<file path="src/rtl/program_loader.sv">
// Boot loader: parses SYNC/N/payload/CHK frames, writes 24-bit instructions into
// instruction memory and holds the cpu in reset until a frame's checksum verifies.
module program_loader #(
    parameter int          ADDR_W    = 8,
    parameter int          INSTR_W   = 24,
    parameter logic [7:0]  SYNC_BYTE = 8'hA5,
    parameter int          TIMEOUT   = 1000
) (
    input  logic               CLK,
    input  logic               reset,
    input  logic [7:0]         rx_data,
    input  logic               rx_valid,
    output logic               rx_ready,
    output logic               imem_we,
    output logic [ADDR_W-1:0]  imem_addr,
    output logic [INSTR_W-1:0] imem_wdata,
    output logic               cpu_reset,
    output logic               done,
    output logic               error,
    output logic [2:0]         state_dbg
);

    // Byte stream handshake: a byte transfers on every rising edge where
    // rx_valid & rx_ready; rx_ready is held high so the source never stalls.
    localparam int unsigned DEPTH  = 2 ** ADDR_W;
    localparam int          IDLE_W = $clog2(TIMEOUT + 1);

    typedef enum logic [2:0] {
        IDLE  = 3'd0,
        COUNT = 3'd1,
        DATA  = 3'd2,
        CHECK = 3'd3,
        RUN   = 3'd4,
        ERR   = 3'd5
    } state_t;

    state_t              state_q, state_d;
    logic                rx_ready_q;
    logic                we_q, we_d;
    logic [ADDR_W-1:0]   addr_q, addr_d;
    logic [INSTR_W-1:0]  wdata_q, wdata_d;
    logic                cpu_reset_q, cpu_reset_d;
    logic                done_q, done_d;
    logic                error_q, error_d;
    logic [ADDR_W-1:0]   idx_q, idx_d;
    logic [7:0]          rem_q, rem_d;
    logic [7:0]          chk_q, chk_d;
    logic [1:0]          byte_cnt_q, byte_cnt_d;
    logic [15:0]         asm_q, asm_d;
    logic [IDLE_W-1:0]   idle_q, idle_d;

    logic                accept;
    logic                is_sync;
    logic                in_frame;
    logic [31:0]         n_ext;

    assign accept  = rx_valid & rx_ready_q;
    assign is_sync = (rx_data == SYNC_BYTE);
    assign n_ext   = {24'd0, rx_data};

    always_comb begin
        state_d     = state_q;
        we_d        = 1'b0;
        addr_d      = addr_q;
        wdata_d     = wdata_q;
        cpu_reset_d = cpu_reset_q;
        done_d      = done_q;
        error_d     = error_q;
        idx_d       = idx_q;
        rem_d       = rem_q;
        chk_d       = chk_q;
        byte_cnt_d  = byte_cnt_q;
        asm_d       = asm_q;
        idle_d      = '0;
        in_frame    = (state_q == COUNT) || (state_q == DATA) || (state_q == CHECK);

        case (state_q)
            IDLE, RUN, ERR: begin
                if (accept && is_sync) begin
                    state_d     = COUNT;
                    cpu_reset_d = 1'b1;
                    done_d      = 1'b0;
                    error_d     = 1'b0;
                end
            end
            COUNT: begin
                if (accept) begin
                    if (rx_data == 8'd0 || n_ext > DEPTH) begin
                        state_d = ERR;
                        error_d = 1'b1;
                    end else begin
                        state_d    = DATA;
                        rem_d      = rx_data;
                        chk_d      = rx_data;
                        idx_d      = '0;
                        byte_cnt_d = 2'd0;
                    end
                end
            end
            DATA: begin
                if (accept) begin
                    chk_d = chk_q ^ rx_data;
                    if (byte_cnt_q == 2'd2) begin
                        we_d       = 1'b1;
                        addr_d     = idx_q;
                        wdata_d    = INSTR_W'({asm_q, rx_data});
                        idx_d      = idx_q + 1'b1;
                        rem_d      = rem_q - 8'd1;
                        byte_cnt_d = 2'd0;
                        if (rem_q == 8'd1) begin
                            state_d = CHECK;
                        end
                    end else begin
                        asm_d      = {asm_q[7:0], rx_data};
                        byte_cnt_d = byte_cnt_q + 2'd1;
                    end
                end
            end
            CHECK: begin
                if (accept) begin
                    if (rx_data == chk_q) begin
                        state_d     = RUN;
                        cpu_reset_d = 1'b0;
                        done_d      = 1'b1;
                        error_d     = 1'b0;
                    end else begin
                        state_d = ERR;
                        error_d = 1'b1;
                    end
                end
            end
            default: state_d = IDLE;
        endcase

        // A stalled frame is abandoned after TIMEOUT byte-less cycles.
        if (in_frame && !accept) begin
            if (idle_q == IDLE_W'(TIMEOUT - 1)) begin
                state_d     = ERR;
                error_d     = 1'b1;
                cpu_reset_d = 1'b1;
                done_d      = 1'b0;
            end else begin
                idle_d = idle_q + 1'b1;
            end
        end
    end

    always_ff @(posedge CLK) begin
        if (reset) begin
            state_q     <= IDLE;
            rx_ready_q  <= 1'b1;
            we_q        <= 1'b0;
            addr_q      <= '0;
            wdata_q     <= '0;
            cpu_reset_q <= 1'b1;
            done_q      <= 1'b0;
            error_q     <= 1'b0;
            idx_q       <= '0;
            rem_q       <= '0;
            chk_q       <= '0;
            byte_cnt_q  <= '0;
            asm_q       <= '0;
            idle_q      <= '0;
        end else begin
            state_q     <= state_d;
            rx_ready_q  <= 1'b1;
            we_q        <= we_d;
            addr_q      <= addr_d;
            wdata_q     <= wdata_d;
            cpu_reset_q <= cpu_reset_d;
            done_q      <= done_d;
            error_q     <= error_d;
            idx_q       <= idx_d;
            rem_q       <= rem_d;
            chk_q       <= chk_d;
            byte_cnt_q  <= byte_cnt_d;
            asm_q       <= asm_d;
            idle_q      <= idle_d;
        end
    end

    assign rx_ready   = rx_ready_q;
    assign imem_we    = we_q;
    assign imem_addr  = addr_q;
    assign imem_wdata = wdata_q;
    assign cpu_reset  = cpu_reset_q;
    assign done       = done_q;
    assign error      = error_q;
    assign state_dbg  = state_q;

endmodule

</file>
<file path="config.mk">
export PLATFORM = sky130hd
export DESIGN_NAME = program_loader
export DESIGN_NICKNAME = d
export VERILOG_FILES = /design/src/rtl/program_loader.sv
export SDC_FILE = /design/constraint.sdc
export NUM_CORES = 1
export LEC_CHECK = 0
export CAP_MARGIN = 0
export CORE_ASPECT_RATIO = 0.7
export CORE_UTILIZATION = 59
export CTS_CLUSTER_DIAMETER = 40
export DETAILED_ROUTE_END_ITERATION = 6
export PLACE_DENSITY = 0.92
export SETUP_SLACK_MARGIN = 0.4
export SLEW_MARGIN = 0
export SYNTH_ARGS = -nofsm -noshare
export SYNTH_HDL_FRONTEND = slang
export SYNTH_SLANG_ARGS = --single-unit
</file>
<file path="constraint.sdc">
create_clock -name CLK -period 4.15 [get_ports CLK]
set_input_delay 0.83 -clock CLK [delete_from_list [all_inputs] [get_ports CLK]]
set_output_delay 0.83 -clock CLK [all_outputs]
set_load 0.05 [all_outputs]
</file>
==> impl_metrics.toml <==
[timing]
finalCritPeriodShare_pct = 64.4
setup_viol = 0
final.min_clock_period_ns = 2.67
max_slew_margin_pct = 26.2
hold_ws_ns = 0.448
hold_viol = 0
slew_viol_final = 0
setup_tns_ns = 0
max_freq_ghz = 0.374
rsz0062_at_grt = "false"
finClkSkew_ns = 0.00938
tightestPinTransition_ns = 1.10

[place]
post-dp-hpwl_um = 6380
numPlacedInstances = 595
port_buffers = 49
gp_congestion = 0.911

[synth]
ys_ff_latch = 91
synth.largest_area_cell = "dfxtp_1"
synth_fp_nets = 515
synthDistinctLibCells = 49
synth_top_area_share_pct = 46.6
postSynthCellCount = 500
ys.flop_type = "dfxtp_1"
ys_seq_area_share_pct = 46.6
syn-cell-area_sq_um = 3910
async_reset_ff_share_pct = 0
yosys_warnings = 0
avgSynthCellArea_sq_um = 7.82
synth_edf_count = 0
netlist_top_cells_area = "dfxtp_1, nand2_1, a21oi_1"

[layout]
area_growth_pct = 17.2
postLayoutCoreUtil_pct = 72.7
drive_gt1_share_pct = 5.25
mostFrequentLayoutCell = "nand2_1"
multi_input_area_sq_um = 1900
final_nets = 543
nFillCells = 475
layout_common_cells = "nand2_1, dfxtp_1, a21oi_1"
diodes = 0
regArea_sq_um = 1820
final_cells = 611

[job]
cap_violations = 0

[clocking]
htreeDepth = 3
post-cts-setup-buffers = 0
clk_pin_slew_ns = 0.10
clkSinkCount = 91
cts_hold_buf = 0
numCtsBuffers = 9
cts-root-buf = "clkbuf_8"
clockBufferDepth = 2
cts_tree = "yes"
cts_resized = 0
insertion_delay_ns = 0.36

[floorplan]
core_region_area_sq_um = 6310
start_util_pct = 62.0
rows = 24
dieArea_sq_um = 6960
die_height_um = 70.1
ios = 51
die_x_um = 99.3

[routing]
drc = 0
vias_per_cell = 5.96
wire_per_inst_um = 15.4
drtPass1Iterations = 5
drt-total-wl_um = 9420
vias = 3642
drt_iter0_markers = 283
antenna_left = 0

[setup_path]
regToRegSetupSlack_ns = 1.65
r2r-end = "asm_q[3]"
critPathBufInv = 1
crit_path_end_kind = "output pin"
max_stage_delay_ns = 0.89
crit_path_top_delay_cell = "clkdlybuf4s50_1"
worstReg2RegStart = "state_dbg[1]"
worstPathCellList = "clkdlybuf4s50_1"
path_class = "reg -> out"
worstPathRequired_ns = 3.32
critPathLaunchType = "register"
cp.arrival_ns = 1.84
worst-path-max-fanout = 11
reg2reg_depth = 5
critPathTopFamily = "buffers and inverters"

[worst_hold_path]
hp-start = "asm_q[13]"
hp-class = "reg -> reg"
hold_end = "imem_wdata[21]"
min_path_cells = 2

[power_and_ir_drop]
seqPwrFrac_pct = 54.6
switching_power_uw = 363
p_clk_share_pct = 42.0
p_per_area_nw_per_um2 = 349
leakagePower_uw = 0.00151
power.internal_uw = 1230
vdd_ir_drop_max_v = 0.000241
power_frac_comb_pct = 3.3
swShare_pct = 22.7

[global_route]
grt_pass1_vias = 3433
grt-ovfl-total = 0
grtUsageTotal_pct = 28.2
grt_antenna_before_repair = 0
grt_pass1_wl_um = 15600
grt_max_degree = 61

[outcome]
status = "completed"
[power by group through the flow]
stage	Clock (uW)	Combinational, uW	Sequential [uW]
2_1_floorplan	0	36.0	893
3_5_place_dp	0	51.1	893
6_report	672	53.5	873
4_1_cts	676	51.5	873
3_3_place_gp	0	50.0	893
5_1_grt	709	56.4	873
[cell type report]
| class | count | area share, % |
|---|---|---|
| Multi-Input combinational cell | 367 | 41.5 |
| Inverter | 6 | 0.492 |
| Tap cell | 78 | 2.13 |
| Clock inverter | 7 | 2.16 |
| Clock buffer | 9 | 2.70 |
| Sequential cell | 91 | 39.8 |
| Timing Repair Buffer | 53 | 11.3 |
[routing by layer]
layer	vias to the layer above	global-route usage [%]	share of wire, %
met2	171	43.0	45
met4	0	11.6	1.8
met3	22	7.91	8.2
met5	-	0	0
li1	1754	-	-
met1	1695	37.8	45
[per-stage QoR]
| step | cell area [sq um] | total power, uW | worst slack (ns) |
|---|---|---|---|
| floorplan | 3910 | 929 | 1.96 |
| detailed placement | 4360 | 944 | 1.20 |
| global placement | 4360 | 943 | 1.26 |
| global route | 4580 | 1640 | 1.39 |
| CTS | 4580 | 1600 | 1.47 |
| finish | 4580 | 1600 | 1.48 |
[synthesized netlist by cell type, types with 5 or more instances]
cell	n
nor2_1	36
a31oi_1	11
xnor2_1	10
clkbuf_1	20
a21oi_1	74
nor3_1	13
xor2_1	6
nand3_1	6
and3_1	8
o21ai_0	27
inv_1	6
nand2_1	125
nand4_1	6
dfxtp_1	91
buf_2	11
buf_4	5
[worst min-delay path: stages (launching register included)]
cell and delay [ns]:
dfxtp_1 0.32, nand2_1 0.05, a21oi_1 0.05
[sequential cells by signal, summed over array words and instances, names as in the netlist, 2 cells and up]
name        count
asm_q          16
byte_cnt_q      2
chk_q           8
idle_q         10
idx_q           8
imem_addr       8
imem_wdata     24
rem_q           8
state_dbg       3
[kinds of logic after synthesis]
group,share of synthesized area (%)
compound gates,18.8
xor+xnor,3.59
fa+ha+maj,1.28
buf+inv,4.87
flops,46.6
other cells,0.0959
simple gates,24.8
[worst max path at each step]
| stage | end | from | depth (start not counted) |
|---|---|---|---|
| final | state_dbg[2] | state_dbg[2] | 1 |
| after global placement | asm_q[1] | rx_valid | 5 |
| after global routing | asm_q[5] | rx_valid | 5 |
| after floorplan | rem_q[0] | rx_data[0] | 6 |
| after CTS | state_dbg[2] | state_dbg[2] | 1 |
| after detailed placement | rem_q[0] | rx_data[0] | 6 |
Power figures use the tool's default switching activity.
